<file path="config.mk">
export PLATFORM = sky130hd
export DESIGN_NAME = register_writeback
export DESIGN_NICKNAME = d
export VERILOG_FILES = /design/src/rtl/register_pkg.sv /design/src/rtl/register_writeback_fifo.sv /design/src/rtl/register_writeback.sv
export SDC_FILE = /design/constraint.sdc
export NUM_CORES = 1
export LEC_CHECK = 0
export ABC_CLOCK_PERIOD_IN_PS = 3350
export BUFFER_PORTS_ARGS = -buffer_cell sky130_fd_sc_hd__buf_2
export CAP_MARGIN = 10
export CORE_AREA = 3 3 132 134
export CTS_CLUSTER_SIZE = 14
export DETAILED_ROUTE_END_ITERATION = 6
export DIE_AREA = 0 0 135 137
export PLACE_DENSITY = 0.77
export REMOVE_ABC_BUFFERS = 1
export SETUP_SLACK_MARGIN = 0.1
export SLEW_MARGIN = 20
export SYNTH_ARGS = -nofsm -noshare
export SYNTH_HDL_FRONTEND = slang
export SYNTH_SLANG_ARGS = --single-unit
</file>
<file path="constraint.sdc">
create_clock -name clock -period 3.35 [get_ports clock]
set_clock_uncertainty 0.2 [all_clocks]
set_input_delay 0.335 -clock clock [delete_from_list [all_inputs] [get_ports clock]]
set_output_delay 0.335 -clock clock [all_outputs]
set_load 0.05 [all_outputs]
</file>
<file path="src/rtl/register_pkg.sv">
// Shared types for the register writeback path: operand size, queued request,
// and the mapping from an x86 (index, size) pair to a physical register and byte lanes.
package register_pkg;

  typedef enum logic [1:0] {
    SIZE_BYTE  = 2'b00,
    SIZE_WORD  = 2'b01,
    SIZE_DWORD = 2'b10,
    SIZE_RSVD  = 2'b11
  } size_e;

  typedef struct packed {
    logic [2:0]  index;
    size_e       size;
    logic [31:0] data;
  } wb_req_t;

  typedef struct packed {
    logic [2:0] phys;
    logic [3:0] lanes;
  } wb_target_t;

  // Byte encodings 4-7 name AH/CH/DH/BH: lane 1 of registers 0-3.
  function automatic wb_target_t wb_target(input logic [2:0] index, input size_e size);
    wb_target_t t;
    t.phys  = index;
    t.lanes = 4'b1111;
    case (size)
      SIZE_BYTE: begin
        t.phys  = index[2] ? {1'b0, index[1:0]} : index;
        t.lanes = index[2] ? 4'b0010 : 4'b0001;
      end
      SIZE_WORD: t.lanes = 4'b0011;
      default:   t.lanes = 4'b1111;
    endcase
    return t;
  endfunction

  function automatic logic [31:0] lane_bits(input logic [3:0] lanes);
    logic [31:0] m;
    m = '0;
    for (int b = 0; b < 4; b++) m[8*b +: 8] = {8{lanes[b]}};
    return m;
  endfunction

endpackage

</file>
<file path="src/rtl/register_writeback_fifo.sv">
// Circular request buffer with wrap-around pointers and an occupancy count.
module register_writeback_fifo
  import register_pkg::*;
#(
  parameter int DEPTH = 2
) (
  input  logic    clock,
  input  logic    reset,
  input  logic    push,
  input  logic    pop,
  input  logic    flush,
  input  wb_req_t push_data,
  output wb_req_t head,
  output logic    empty,
  output logic    full
);

  localparam int PW = $clog2(DEPTH);
  localparam int CW = $clog2(DEPTH + 1);

  wb_req_t        mem [DEPTH];
  logic [PW-1:0]  wr_ptr, rd_ptr;
  logic [CW-1:0]  count;
  logic           do_push, do_pop;

  assign empty   = (count == '0);
  assign full    = (count == CW'(DEPTH));
  assign do_push = push && !full && !flush;
  assign do_pop  = pop && !empty && !flush;
  assign head    = mem[rd_ptr];

  always_ff @(posedge clock)
    if (do_push) mem[wr_ptr] <= push_data;

  // DEPTH is a power of two, so the pointers wrap naturally.
  always_ff @(posedge clock or negedge reset) begin
    if (!reset) begin
      wr_ptr <= '0;
      rd_ptr <= '0;
      count  <= '0;
    end else if (flush) begin
      wr_ptr <= '0;
      rd_ptr <= '0;
      count  <= '0;
    end else begin
      if (do_push) wr_ptr <= wr_ptr + 1'b1;
      if (do_pop)  rd_ptr <= rd_ptr + 1'b1;
      case ({do_push, do_pop})
        2'b10:   count <= count + 1'b1;
        2'b01:   count <= count - 1'b1;
        default: ;
      endcase
    end
  end

endmodule

</file>
<file path="src/rtl/register_writeback.sv">
// Writeback stage: queues sized register writes, merges them into the full 32-bit
// register value and drives the register file write port; exports per-register pending bits.
module register_writeback
  import register_pkg::*;
#(
  parameter int DEPTH = 2
) (
  input  logic         clock,
  input  logic         reset,
  input  logic         req_valid,
  output logic         req_ready,
  input  logic [2:0]   req_index,
  input  logic [1:0]   req_size,
  input  logic [31:0]  req_data,
  input  logic [255:0] gpr_value,
  input  logic         hold,
  input  logic         flush,
  output logic         write_enable,
  output logic [2:0]   write_index,
  output logic [31:0]  write_data,
  output logic [7:0]   pending_mask
);

  // Counters must hold DEPTH queued entries plus the one in the output register.
  localparam int CW = $clog2(DEPTH + 2);

  wb_req_t         in_req, head;
  wb_target_t      in_tgt, head_tgt;
  logic            push, pop, empty, full;
  logic [7:0][31:0] gpr;
  logic [31:0]     base, bits, aligned, merged;

  assign in_req    = '{index: req_index, size: size_e'(req_size), data: req_data};
  assign req_ready = !full;
  assign push      = req_valid && req_ready && !flush;
  assign pop       = !empty && !hold && !flush;

  register_writeback_fifo #(.DEPTH(DEPTH)) u_fifo (
    .clock     (clock),
    .reset     (reset),
    .push      (push),
    .pop       (pop),
    .flush     (flush),
    .push_data (in_req),
    .head      (head),
    .empty     (empty),
    .full      (full)
  );

  assign in_tgt   = wb_target(req_index, size_e'(req_size));
  assign head_tgt = wb_target(head.index, head.size);
  assign gpr      = gpr_value;

  // The register file only sees the current write at the coming edge, so forward it.
  assign base    = (write_enable && write_index == head_tgt.phys) ? write_data : gpr[head_tgt.phys];
  assign bits    = lane_bits(head_tgt.lanes);
  assign aligned = (head_tgt.lanes == 4'b0010) ? {16'h0, head.data[7:0], 8'h0} : head.data;
  assign merged  = (base & ~bits) | (aligned & bits);

  always_ff @(posedge clock or negedge reset) begin
    if (!reset) begin
      write_enable <= 1'b0;
      write_index  <= '0;
      write_data   <= '0;
    end else begin
      write_enable <= pop;
      if (pop) begin
        write_index <= head_tgt.phys;
        write_data  <= merged;
      end
    end
  end

  for (genvar r = 0; r < 8; r++) begin : g_pend
    logic [CW-1:0] cnt;
    logic          inc, dec;

    assign inc = push && (in_tgt.phys == 3'(r));
    assign dec = write_enable && (write_index == 3'(r));

    always_ff @(posedge clock or negedge reset) begin
      if (!reset)              cnt <= '0;
      else if (flush)          cnt <= '0;
      else if (inc && !dec)    cnt <= cnt + 1'b1;
      else if (dec && !inc)    cnt <= cnt - 1'b1;
    end

    assign pending_mask[r] = |cnt;
  end

endmodule

</file>
==> Word-level counts from Yosys, hierarchy flattened <==
Memories as Yosys holds them, arrays and structs flattened.
Cells that the tools add are included.
{ "classes": {"muxes": 40, "n_addsub": 20, "n_reduce_logical": 85, "eq_ne": 20, "magnitude_cmp": 1, "n_bitwise": 4} }
{ "ops": {"columns": ["op", "count"], "rows": [
  ["binary-select mux 32 bit (select 3 bit)", 1],
  ["2-to-1 mux 32 bit", 3],
  ["bitwise AND 32 bit", 2],
  ["2-to-1 mux 2 bit", 26],
  ["logical AND 1 bit", 41],
  ["inverter 32 bit", 1],
  ["OR 32 bit", 1],
  ["nonzero test 3 bit", 9],
  ["== test 3 bit (second input constant)", 8],
  ["logical NOT 1 bit", 20],
  ["adder 2 x 1 -> 2 bit (second input constant)", 9],
  ["subtractor 2 x 1 -> 2 bit (second input constant)", 9],
  ["OR reduction 2 bit", 8],
  ["== test 3 x 2 -> 1 bit (second input constant)", 4],
  ["one-hot mux 4 bit (2 select lines)", 1],
  ["== test 3 x 1 -> 1 bit (second input constant)", 2],
  ["logical NOT 2 bit", 3],
  ["logical NOT 3 bit", 2],
  ["2-to-1 mux 1 bit", 6],
  ["2-to-1 mux 3 bit", 2],
  ["== test 2 x 1 -> 1 bit (second input constant)", 2],
  ["== test 2 bit (second input constant)", 2],
  ["== test 4 x 2 -> 1 bit (second input constant)", 1],
  ["< comparator 3 x 4 -> 1 bit (second input constant)", 1],
  ["4 further kinds", 6]
]} }
{ "word_totals": {"in_bits": 298, "mem_bits_rw": 74, "reg_bits": 56, "out_inout_bits": 45, "memories": 1, "elab_cells": 185} }
{ "memory_table": {"columns": ["name", "depth", "width", "rd", "rd_ports_with_merged_regs", "write_ports", "line", "text"], "rows": [
  ["u_fifo.mem", 2, 37, 1, 0, 1, "register_writeback_fifo.sv:21", "wb_req_t mem [DEPTH];"]
]} }

==> Depth between registers and ports, before layout <==
Gate-level depths: netlist of the first run.
{ "depth": {"depth_word": 10, "depth_mapped": 10, "ltp_nobuf": 7} }

==> Modules after synthesis <==
A second synthesis of the first run with hierarchy kept.
{ "unflattened": {"cells_unflattened": 511, "area_unflattened_um2": 6936.7} }
{ "by_module_without_submodules": {"columns": ["module", "area_per_inst_um2", "seq_area_each_um2", "n_inst", "cells_per_inst"], "rows": [
  ["register_writeback", 4057.6, 1301.2, 1, 371],
  ["register_writeback_fifo", 2879.0, 2322.2, 1, 140]
]} }

==> Worst setup path after synthesis of the first run <==
Ideal clock, no wire load.
{ "synth_path": {"path_kind": "register to register", "start": "register u_fifo.count[1]", "end": "memory u_fifo.mem[0][0] in the netlist's numbering (enable)", "stages_incl_launch_ff": 4, "period_less_slack_ns": 3.101, "required_time_ns": 2.719, "setup_time_ns": 0.431, "arrival_time_ns": 2.470, "slack_ns": 0.249, "cell_sequence": "dfrtp_1 > nor2b_1 > or3_1 > nor2_1"} }
{ "synth_between": {"elab_chain_cells": 8} }
{ "synth_lines": {"columns": ["item", "line", "text"], "rows": [
  ["start, declared", "register_writeback_fifo.sv:23", "logic [CW-1:0] count;"],
  ["start signal, assigned", "register_writeback_fifo.sv:49", "2'b10: count <= count + 1'b1;"],
  ["start signal, assigned", "register_writeback_fifo.sv:50", "2'b01: count <= count - 1'b1;"],
  ["== test 2 bit *", "register_writeback_fifo.sv:27", "assign full = (count == CW'(DEPTH));"],
  ["logical NOT 1 bit *", "register_writeback_fifo.sv:28, register_writeback.sv:34", null],
  ["logical AND 1 bit (2 in a row)", "register_writeback.sv:35", "assign push = req_valid && req_ready && !flush;"],
  ["logical AND 1 bit * (2 in a row)", "register_writeback_fifo.sv:28", "assign do_push = push && !full && !flush;"],
  ["2-to-1 mux 1 bit *", "register_writeback_fifo.sv:33", "if (do_push) mem[wr_ptr] <= push_data;"],
  ["2-to-1 mux 1 bit (implied by the code) *", "register_writeback_fifo.sv:33", null],
  ["end, declared", "register_writeback_fifo.sv:21", null]
]} }
Mark *: on every way between the ends. The rest lies on a longest branch, timed or not.

==> results.md, run 1 <==
* Die height at 137 µm
* Mux contribution to synthesized area at 0.104
* Clk Latency, worst-skew pair at 0.42 ns
* Combinational share of power at 0.288
* H-tree depth at 4
* Global router's overall resource usage at 0.253
* Core Util, Final at 0.619
* Final Total Pwr at 5.40 mW
* Max VDD drop at 373 µV
* Via-per-instance ratio at 5.50
* Core Rows at 47
* R2R depth at 7
* Async S/R FF share, synth at 0.431
* Most common cell after layout, fill and taps aside: buf_2
* Max cap viols at 0
* Post-synth EDFFs at 74
* Detail Route Antenna Nets at 0
* CTS root buf: clkbuf_16
* Worst path cell trace: buf_4 > mux2i_4 > xnor2_2 > nor2_2 > and3_2 > a21oi_4 > o221ai_1
* Cell family with most CP delay: compound AO/OA/AOI/OAI gates
* HPWL after detailed placement at 17000 µm
* Hold Vio Cnt, Final at 0
* Least-Margin Pin Slew at 0.937 ns
* Final global-route overflow total at 0
* Pin count of the biggest net entering global routing at 48
* Status: finished clean
* Element type at the critical path end: flop
* Area grow syn2layout at 38.0%
* Fill count at 1342
* Buf+Inv Stages, Crit Path at 1
* Initial DRC count at 515
* Routed WL per cell at 18.4 µm
* Max Slew Vio Count at 0
* P_leak at 4.48 nW
* Final setup violation count at 0
* Layout cells sized above 1 at 0.381
* Die X at 135 µm
* Flop pwr share at 0.368
* Worst path arrival time at 3.07 ns
* Initial antenna violation count at 0
* Diode count at 0
* Number of I/O port buffers at 310
* Total CTS buffers at 17
* Cells after synthesis at 732
* Post-Synth XOR/XNOR Area at 0.0260
* Worst hold endpoint: u_fifo.count[1]
* Simple-Gate Fraction of Synth Area at 0.210
* Slowest CP cell: dfrtp_1
* Top Ports at 343
* Die Footprint at 18500 µm²
* Post-synthesis cell type count at 53
* Vias at 7194
* Nets@finish at 1374
* Adder-Cell Fraction of Synth Area at 0
* Clk pwr share at 0.344
* YS warnings at 0
* Setup crit start kind: flop
* Hold Path Cell Cnt at 3
* Vias in the first global route at 7232
* Avg Inst Size Synth at 10.1 µm²
* Drt first pass iters at 5
* Sink Count at 130
* Syn Std Cell Area at 7360 µm²
* Worst-path clk slew at 0.06 ns
* Sw Share at 0.349
* Hold crit path type: in2reg
* CTS tree: built
* RSZ-0062 raised after global routing: no
* PD cells at 532 nW/µm²
* Routed wire length at 24100 µm
* First-pass GRT wire length at 36600 µm
* Crit Path Class: reg2reg
* P_int at 3.52 mW
* Largest family of logic cells by synthesized area: simple AND/OR/NAND/NOR gates
* Slew HR at 0.375
* Most frequent cells in the layout: 310 x buf_2, 165 x nand2_1, 74 x edfxtp_1
* GPL Wtd Cong at 0.831
* Ys flop type: edfxtp_1
* Worst EP required at 3.42 ns
* CP max FO at 31
* Tcrit/Tclk final at 0.896
* Flop and latch count out of synthesis at 130
* Sequential area share after synthesis at 0.492
* DRC at 0
* Switching pwr at 1.88 mW
* R2r startpoint: u_fifo.rd_ptr
* Core area at 16400 µm²
* Longest Clk Path Bufs at 2
* Post-CTS setup buffers at 0
* Synth Area in Compound Gates at 0.128
* Critical Path Max Stage Delay at 0.51 ns
* Initial cell density of the core at 0.448
* Hold Path Origin: hold
* Flop2flop setup slack at 0.35 ns
* Fmax at 0.333 GHz
* Shortest period the worst path allows at 3.00 ns
-- worst max path at each step --
stage	startpoint	end	slack, ns	depth (start not counted)
4_1_cts	u_fifo.rd_ptr	flop	0.29	7
6_report	u_fifo.rd_ptr	flop	0.35	7
5_1_grt	u_fifo.rd_ptr	flop	0.11	7
3_5_place_dp	u_fifo.rd_ptr	flop	0.31	6
3_3_place_gp	u_fifo.rd_ptr	flop	0.35	7
2_1_floorplan	u_fifo.rd_ptr	flop	-1.24	6
-- worst min-delay path, stage by stage --
cell and delay [ns]:
buf_2 0.15, a32oi_1 0.07, nor2_1 0.08
-- synthesized netlist by cell type, drive strengths merged, types with 11 or more instances --
library cell	number	area, µm²
xnor2	20	183
buf	26	160
nand2	165	619
a21oi	24	131
o22ai	13	81.3
a32oi	16	140
mux4	14	315
nand3	45	225
o21ai	21	105
edfxtp	74	2220
clkbuf	20	75.1
inv	14	52.6
dfrtp	56	1400
nor2	37	141
or2	13	81.3
nand4	30	188
o22a	12	105
mux2i	36	373
or3	11	68.8
-- cell families (layout without fill, tap and decap cells) --
group                     after synthesis  count (layout)
muxes                                  57              57
buffers and inverters                  61             418
DFF                                   130             130
and+or+nand+nor                       337             337
AOI/OAI and AO/OA                     126             126
xor gates and xnor gates               21              21
-- per-layer routing --
| layer | track usage | up-vias | routed length [µm] |
|---|---|---|---|
| met5 | 0 | - | 0 |
| met4 | 0.0840 | 0 | 520 |
| met3 | 0.0529 | 43 | 1650 |
| met2 | 0.446 | 297 | 12400 |
| met1 | 0.311 | 3450 | 9480 |
| li1 | - | 3404 | - |
-- what timing repair did --
action / 4_1_cts / 5_1_grt
hold buffers: 38 / 0
resized for setup: 0 / 1
endpoints found under the hold margin: 111 / 0
endpoints found under the setup margin: 0 / 1
-- per-stage QoR --
stage / cells / hold WS [ns] / setup WS [ns] / setup TNS [ns] / cell area, µm²
after floorplan: 686 / -0.161 / -1.24 / -36.94 / 7120
after global placement: 1239 / 0.260 / 0.352 / 0 / 9170
after detailed placement: 1239 / 0.269 / 0.310 / 0 / 9170
after CTS: 1309 / 0.0334 / 0.291 / 0 / 10100
after global routing: 1309 / 0.0825 / 0.106 / 0 / 10200
final: 1309 / 0.0589 / 0.347 / 0 / 10200
-- cell type report --
cell class	count	area, µm²	share of cell area
sequential	130	3620	0.357
multi-input combinational	541	3480	0.343
timing repair buffer	371	2120	0.208
clock buffer	17	425	0.0419
tap	220	275	0.0271
clock inverter	15	174	0.0171
inverter	15	56.3	0.00554
-- power by group through the flow --
stage               Combinational (mW)  Clock [mW]  Sequential (mW)
finish                            1.56        1.86             1.99
global route                      1.66        1.97             2.01
CTS                               1.55        1.88             1.99
detailed placement                1.51           0             2.02
global placement                  1.49           0             2.01
floorplan                        0.540           0             2.44
Power figures use the tool's default switching activity.
==> run 2, diff against run 1 <==
- ABC_AREA: default -> 1
- CORE_AREA: 3 3 132 134 -> default
- CORE_MARGIN: default -> 3
- CORE_UTILIZATION: default -> 48
- DIE_AREA: 0 0 135 137 -> default
- PLACE_DENSITY: 0.77 -> 0.81
==> results.md, run 2 <==
* Final setup violation count at 0 (unchanged)
* Die height at 134 µm (was 137 µm)
* Combinational share of power at 0.447 (was 0.288)
* Critical path depth at 12 (was 7)
* Core Util, Final at 0.661 (was 0.619)
* Avg Inst Size Synth at 7.17 µm² (was 10.1 µm²)
* Flop2flop setup slack at 0.42 ns (was 0.35 ns)
* Most common cell after layout, fill and taps aside: nand2_1 (was buf_2)
* Fill count at 1352 (was 1342)
* Tcrit/Tclk final at 0.874 (was 0.896)
* Number of I/O port buffers at 278 (was 310)
* Vias in the first global route at 7564 (was 7232)
* Syn Std Cell Area at 7800 µm² (was 7360 µm²)
* Area grow syn2layout at 31.6% (was 38.0%)
* HPWL after detailed placement at 17400 µm (was 17000 µm)
* Core area at 15500 µm² (was 16400 µm²)
* Detail Route Antenna Nets at 0 (unchanged)
* Post-CTS Resized at 0 (unchanged)
* Cell area after layout at 10300 µm² (was 10200 µm²)
* Async S/R FF share, synth at 0.431 (unchanged)
* Sink Count at 130 (unchanged)
* Clk Latency, worst-skew pair at 0.42 ns (about the same)
* Most frequent cells after synthesis: 442 x nand2_1, 208 x nand3_1, 121 x inv_1 (was 165 x nand2_1, 74 x edfxtp_1, 56 x dfrtp_1)
* First-pass GRT wire length at 37600 µm (was 36600 µm)
* CTS tree: built (unchanged)
* Cts hold-fix bufs at 38 (unchanged)
* Fmax at 0.341 GHz (was 0.333 GHz)
* Slew HR at 0.588 (was 0.375)
* Flop pwr share at 0.310 (was 0.368)
* Flop and latch count out of synthesis at 130 (unchanged)
* Worst-path clk slew at 0.06 ns (about the same)
* Most common cell in the netlist: nand2_1 (unchanged)
* Total CTS buffers at 17 (unchanged)
* Top Ports at 343 (unchanged)
* Routed wire length at 24300 µm (was 24100 µm)
* Element type at the critical path end: flop (unchanged)
* Hold crit path type: in2reg (unchanged)
* Dominant cell type by area after synthesis: edfxtp_1 (unchanged)
* Worst path arrival time at 3.01 ns (was 3.07 ns)
* Longest Clk Path Bufs at 2 (unchanged)
* Post-synth EDFFs at 74 (unchanged)
* Routed WL per cell at 15.1 µm (was 18.4 µm)
* CTS root buf: clkbuf_16 (unchanged)
* Initial DRC count at 739 (was 515)
* Post-CTS setup buffers at 0 (unchanged)
* Setup_tns at 0 ns (unchanged)
* Pin count of the biggest net entering global routing at 57 (was 48)
* Layout cells sized above 1 at 0.248 (was 0.381)
* GPL Wtd Cong at 0.850 (was 0.831)
* Most frequent cells in the layout: 440 x nand2_1, 278 x buf_2, 208 x nand3_1 (was 310 x buf_2, 165 x nand2_1, 74 x edfxtp_1)
* Switching pwr at 3.25 mW (was 1.88 mW)
* Via-per-instance ratio at 5.15 (was 5.50)
* Shortest period the worst path allows at 2.93 ns (was 3.00 ns)
* Global router's overall resource usage at 0.266 (was 0.253)
* Clk pwr share at 0.243 (was 0.344)
* Status: finished clean (unchanged)
* Nets@finish at 1685 (was 1374)
* CP max FO at 40 (was 31)
* Initial cell density of the core at 0.502 (was 0.448)
* Critical path's most frequent cell: nand2_1
* PD cells at 699 nW/µm² (was 532 nW/µm²)
* Post-synthesis cell type count at 36 (was 53)
* H-tree depth at 4 (unchanged)
* Final Total Pwr at 7.18 mW (was 5.40 mW)
* YS warnings at 0 (unchanged)
* Buf+Inv Stages, Crit Path at 2 (was 1)
* Slowest CP cell: buf_4 (was dfrtp_1)
* Cell family with most CP delay: simple AND/OR/NAND/NOR gates (was compound AO/OA/AOI/OAI gates)
* Die Footprint at 17800 µm² (was 18500 µm²)
* Setup crit start kind: flop (unchanged)
* Core Rows at 45 (was 47)
* Max cap viols at 0 (unchanged)
* Top-area cell type share of the netlist area at 0.285 (was 0.302)
* Hold Vio Cnt, Final at 0 (unchanged)
* Dpl cell area at 9330 µm² (was 9170 µm²)
* Max VDD drop at 476 µV (was 373 µV)
* Initial antenna violation count at 2 (was 0)
* Ys flop type: edfxtp_1 (unchanged)
* Sw Share at 0.453 (was 0.349)
* Vias at 8303 (was 7194)
* Die X at 134 µm (was 135 µm)
* DRC at 0 (unchanged)
* Worst path cell trace: buf_4 > nand2_1 > nand2_4 > nand2_1 > nand2_1 > nor2_1 > nand2_1 > inv_1 > nand2_1 > nand2_1 > nand2_1 > o21ai_0 (was buf_4 > mux2i_4 > xnor2_2 > nor2_2 > and3_2 > a21oi_4 > o221ai_1)
* Critical Path Max Stage Delay at 0.41 ns (was 0.51 ns)
* Drt first pass iters at 5 (unchanged)
* Max Slew Vio Count at 0 (unchanged)
* P_int at 3.93 mW (was 3.52 mW)
* R2R depth at 12 (was 7)
* RSZ-0062 raised after global routing: no (unchanged)
* Cells after synthesis at 1088 (was 732)
* Crit Path Class: reg2reg (unchanged)
* Critical path origin: u_fifo.rd_ptr (unchanged)
* Worst EP required at 3.43 ns (was 3.42 ns)
* Sequential area share after synthesis at 0.464 (was 0.492)
* Least-Margin Pin Slew at 0.618 ns (was 0.937 ns)
* Final global-route overflow total at 0 (unchanged)
* Synth top area cells: edfxtp_1 28%, nand2_1 21%, dfrtp_1 18%, nand3_1 13%, inv_1 5.8% (was edfxtp_1 30%, dfrtp_1 19%, nand2_1 8.4%, mux2i_1 4.8%, mux4_2 4.3%)
* R2r startpoint: u_fifo.rd_ptr (unchanged)
* P_leak at 5.39 nW (was 4.48 nW)
run 2: final cells by class:
type | instances | area [µm²] | area share
Antenna cell | 1 | 2.50 | 0.000244
Clock buffer | 18 | 429 | 0.0418
Clock inverter | 14 | 131 | 0.0128
Inverter | 127 | 477 | 0.0464
Multi-Input combinational cell | 780 | 3460 | 0.337
Sequential cell | 130 | 3620 | 0.353
Tap cell | 211 | 264 | 0.0257
Timing Repair Buffer | 331 | 1880 | 0.183
run 2: worst min-delay path by stage:
| stage | from | endpoint | cells after the start |
|---|---|---|---|
| floorplan | reset | asynchronous set/reset pin | 0 |
| global placement | reset | asynchronous set/reset pin | 1 |
| detailed placement | reset | asynchronous set/reset pin | 1 |
| CTS | flush | g_pend[4].cnt[1] | 4 |
| global route | flush | g_pend[4].cnt[1] | 4 |
| finish | flush | g_pend[4].cnt[1] | 4 |
run 2: metrics by stage:
step | hold WS [ns] | std cells | worst slack, ns
after floorplan | -0.161 | 1037 | -0.878
after global placement | 0.167 | 1541 | 0.483
after detailed placement | 0.162 | 1541 | 0.511
after CTS | 0.00639 | 1611 | 0.484
after global routing | 0.0367 | 1612 | 0.207
final | 0.0292 | 1612 | 0.422
run 2: routing by layer:
layer,vias to the layer above,part of all wire,GRT usage
li1,4113,-,-
met1,3766,0.43,0.347
met2,383,0.47,0.442
met3,39,0.079,0.0597
met4,2,0.020,0.0886
met5,-,0.00029,0
run 2: power groups by stage:
stage	Clock, mW	Combinational [mW]	Sequential, mW
6_report	1.75	3.21	2.22
5_1_grt	1.84	3.50	2.26
4_1_cts	1.77	3.19	2.22
3_5_place_dp	0	3.14	2.24
3_3_place_gp	0	3.10	2.23
2_1_floorplan	0	1.50	2.96
run 2: cell families (layout without fill, tap and decap cells):
family          Yosys count  after routing  synth area share
flops                   130            130             0.464
simple gates            713            713             0.389
buf+inv                 178            490            0.0954
compound gates           63             63            0.0465
other cells               0              1                 0
mux                       4              4           0.00513
run 2: worst register-to-register path: stages (launching register included):
cell	delay, ns
dfrtp_1	0.36
buf_4	0.41
nand2_1	0.23
nand2_4	0.29
nand2_1	0.12
nand2_1	0.08
nor2_1	0.04
nand2_1	0.38
inv_1	0.15
nand2_1	0.12
nand2_1	0.21
nand2_1	0.12
o21ai_0	0.10
==> run 3, diff against run 2 <==
- ABC_AREA: 1 -> default
- ABC_CLOCK_PERIOD_IN_PS: 3350 -> 2850
- CORE_AREA: default -> 3 3 132 134
- CORE_MARGIN: 3 -> default
- CORE_UTILIZATION: 48 -> default
- DIE_AREA: default -> 0 0 135 137
- PLACE_DENSITY: 0.81 -> 0.77
- clock period: 3.35 -> 2.85 ns (I/O delays scaled with it)
==> results.md, run 3 (synthesized netlist as in run 1, its figures left out) <==
* Longest Clk Path Bufs at 2 (unchanged)
* Hold crit path type: in2reg (unchanged)
* Routed wire length at 24100 µm (was 24300 µm)
* Post-CTS setup buffers at 0 (unchanged)
* Max Slew Vio Count at 0 (unchanged)
* Vias in the first global route at 7231 (was 7564)
* Drt first pass iters at 5 (unchanged)
* Via-per-instance ratio at 5.51 (was 5.15)
* Hold Path Origin: gpr_value[73] (was flush)
* Total CTS buffers at 17 (unchanged)
* Element type at the critical path end: flop (unchanged)
* Initial cell density of the core at 0.448 (was 0.502)
* Vias at 7266 (was 8303)
* CTS root buf: clkbuf_16 (unchanged)
* Cell family with most CP delay: multiplexers (was simple AND/OR/NAND/NOR gates)
* Setup_tns at 0 ns (unchanged)
* Max cap viols at 0 (unchanged)
* Worst path cell trace: buf_4 > mux2_2 > mux4_2 > o21ai_0 > a221oi_1 (was buf_4 > nand2_1 > nand2_4 > nand2_1 > nand2_1 > nor2_1 > nand2_1 > inv_1 > nand2_1 > nand2_1 > nand2_1 > o21ai_0)
* Initial DRC count at 481 (was 739)
* R2r startpoint: u_fifo.rd_ptr (unchanged)
* Most frequent cells in the layout: 310 x buf_2, 165 x nand2_1, 74 x edfxtp_1 (was 440 x nand2_1, 278 x buf_2, 208 x nand3_1)
* Nets@finish at 1383 (was 1685)
* Critical Path Max Stage Delay at 0.60 ns (was 0.41 ns)
* CP max FO at 18 (was 40)
* Die X at 135 µm (was 134 µm)
* Global router's overall resource usage at 0.252 (was 0.266)
* Buf+Inv Stages, Crit Path at 1 (was 2)
* Worst path arrival time at 2.63 ns (was 3.01 ns)
* Setup crit start kind: flop (unchanged)
* Die Footprint at 18500 µm² (was 17800 µm²)
* Setup ws final at 0.276 ns (was 0.422 ns)
* Status: finished clean (unchanged)
* Layout cells sized above 1 at 0.378 (was 0.248)
* P_leak at 4.51 nW (was 5.39 nW)
* Max VDD drop at 371 µV (was 476 µV)
* Slew HR at 0.313 (was 0.588)
* Most common cell after layout, fill and taps aside: buf_2 (was nand2_1)
* Flop2flop setup slack at 0.28 ns (was 0.42 ns)
* Pin count of the biggest net entering global routing at 48 (was 57)
* Top Ports at 343 (unchanged)
* RSZ-0062 raised after global routing: no (unchanged)
* Die height at 137 µm (was 134 µm)
* GPL Wtd Cong at 0.800 (was 0.850)
* Number of I/O port buffers at 310 (was 278)
* Initial antenna violation count at 0 (was 2)
* PD cells at 605 nW/µm² (was 699 nW/µm²)
* Worst slack at placement at 0.181 ns (was 0.511 ns)
* H-tree depth at 4 (unchanged)
* Final setup violation count at 0 (unchanged)
* Worst EP required at 2.91 ns (was 3.43 ns)
* DRC at 0 (unchanged)
* Hold Path Cell Cnt at 5 (was 4)
* HPWL after detailed placement at 17400 µm (about the same)
* Crit Path Class: reg2reg (unchanged)
* Core area at 16400 µm² (was 15500 µm²)
* Clk Latency, worst-skew pair at 0.41 ns (was 0.42 ns)
* Core Rows at 47 (was 45)
* Shortest period the worst path allows at 2.57 ns (was 2.93 ns)
* Sink Count at 130 (unchanged)
* R2R depth at 5 (was 12)
* Fmax at 0.388 GHz (was 0.341 GHz)
* Area grow syn2layout at 38.7% (was 31.6%)
* First-pass GRT wire length at 36500 µm (was 37600 µm)
* Tcrit/Tclk final at 0.903 (was 0.874)
* Worst-path clk slew at 0.06 ns (about the same)
* CTS tree: built (unchanged)
* Slowest CP cell: mux2_2 (was buf_4)
* Diode count at 0 (was 1)
* Hold Vio Cnt, Final at 0 (unchanged)
* Routed WL per cell at 18.3 µm (was 15.1 µm)
* Final global-route overflow total at 0 (unchanged)
* Least-Margin Pin Slew at 1.03 ns (was 0.618 ns)
* Detail Route Antenna Nets at 0 (unchanged)
run 3: cell type report:
cell class,count,area (µm²)
well taps,220,275
flip-flops and latches,130,3620
fillers,1369,6200
multi-input cells,541,3480
clock buffers,24,482
clock inverters,8,60.1
repair buffers,380,2230
inverters,15,56.3
run 3: worst max-delay path by stage:
| stage | startpoint | slack [ns] | cells after the start | to |
|---|---|---|---|---|
| after CTS | u_fifo.rd_ptr | 0.16 | 7 | flop |
| after global routing | u_fifo.rd_ptr | 0.11 | 8 | flop |
| after global placement | u_fifo.rd_ptr | 0.25 | 8 | flop |
| final | u_fifo.rd_ptr | 0.28 | 5 | flop |
| after detailed placement | u_fifo.rd_ptr | 0.18 | 7 | flop |
| after floorplan | u_fifo.rd_ptr | -1.74 | 6 | flop |
run 3: metal layers:
metal	routed length [µm]	track usage	vias to the layer above
li1	-	-	3427
met1	9540	0.305	3488
met2	12600	0.455	323
met3	1690	0.0566	28
met4	310	0.0683	0
met5	0	0	-
run 3: where the power goes:
group / internal, mW / switching (mW)
Clock: 1.25 / 0.744
Sequential: 2.20 / 0.133
Combinational: 0.640 / 1.20
Total: 4.09 / 2.08
run 3: tightest hold or removal path, cell delays in order:
cell     delay [ns]
buf_2          0.09
nand2_1        0.04
nand3_1        0.07
nand3_1        0.07
o21ai_1        0.05
run 3: stage by stage:
stage	instance area [µm²]	power [mW]	hold WS, ns	std cells	utilization
finish	10200	6.17	0.0378	1318	0.622
global route	10200	6.44	0.0527	1318	0.622
CTS	10200	6.21	0.0241	1318	0.622
detailed placement	9260	4.16	-0.00560	1246	0.564
global placement	9260	4.13	0.00162	1246	0.564
floorplan	7120	3.51	-0.211	686	-
run 3: repair_timing:
item,in CTS,in global routing
hold buffers,40,0
endpoints found under the hold margin,133,0
endpoints found under the setup margin,0,7
gates resized for setup,0,1
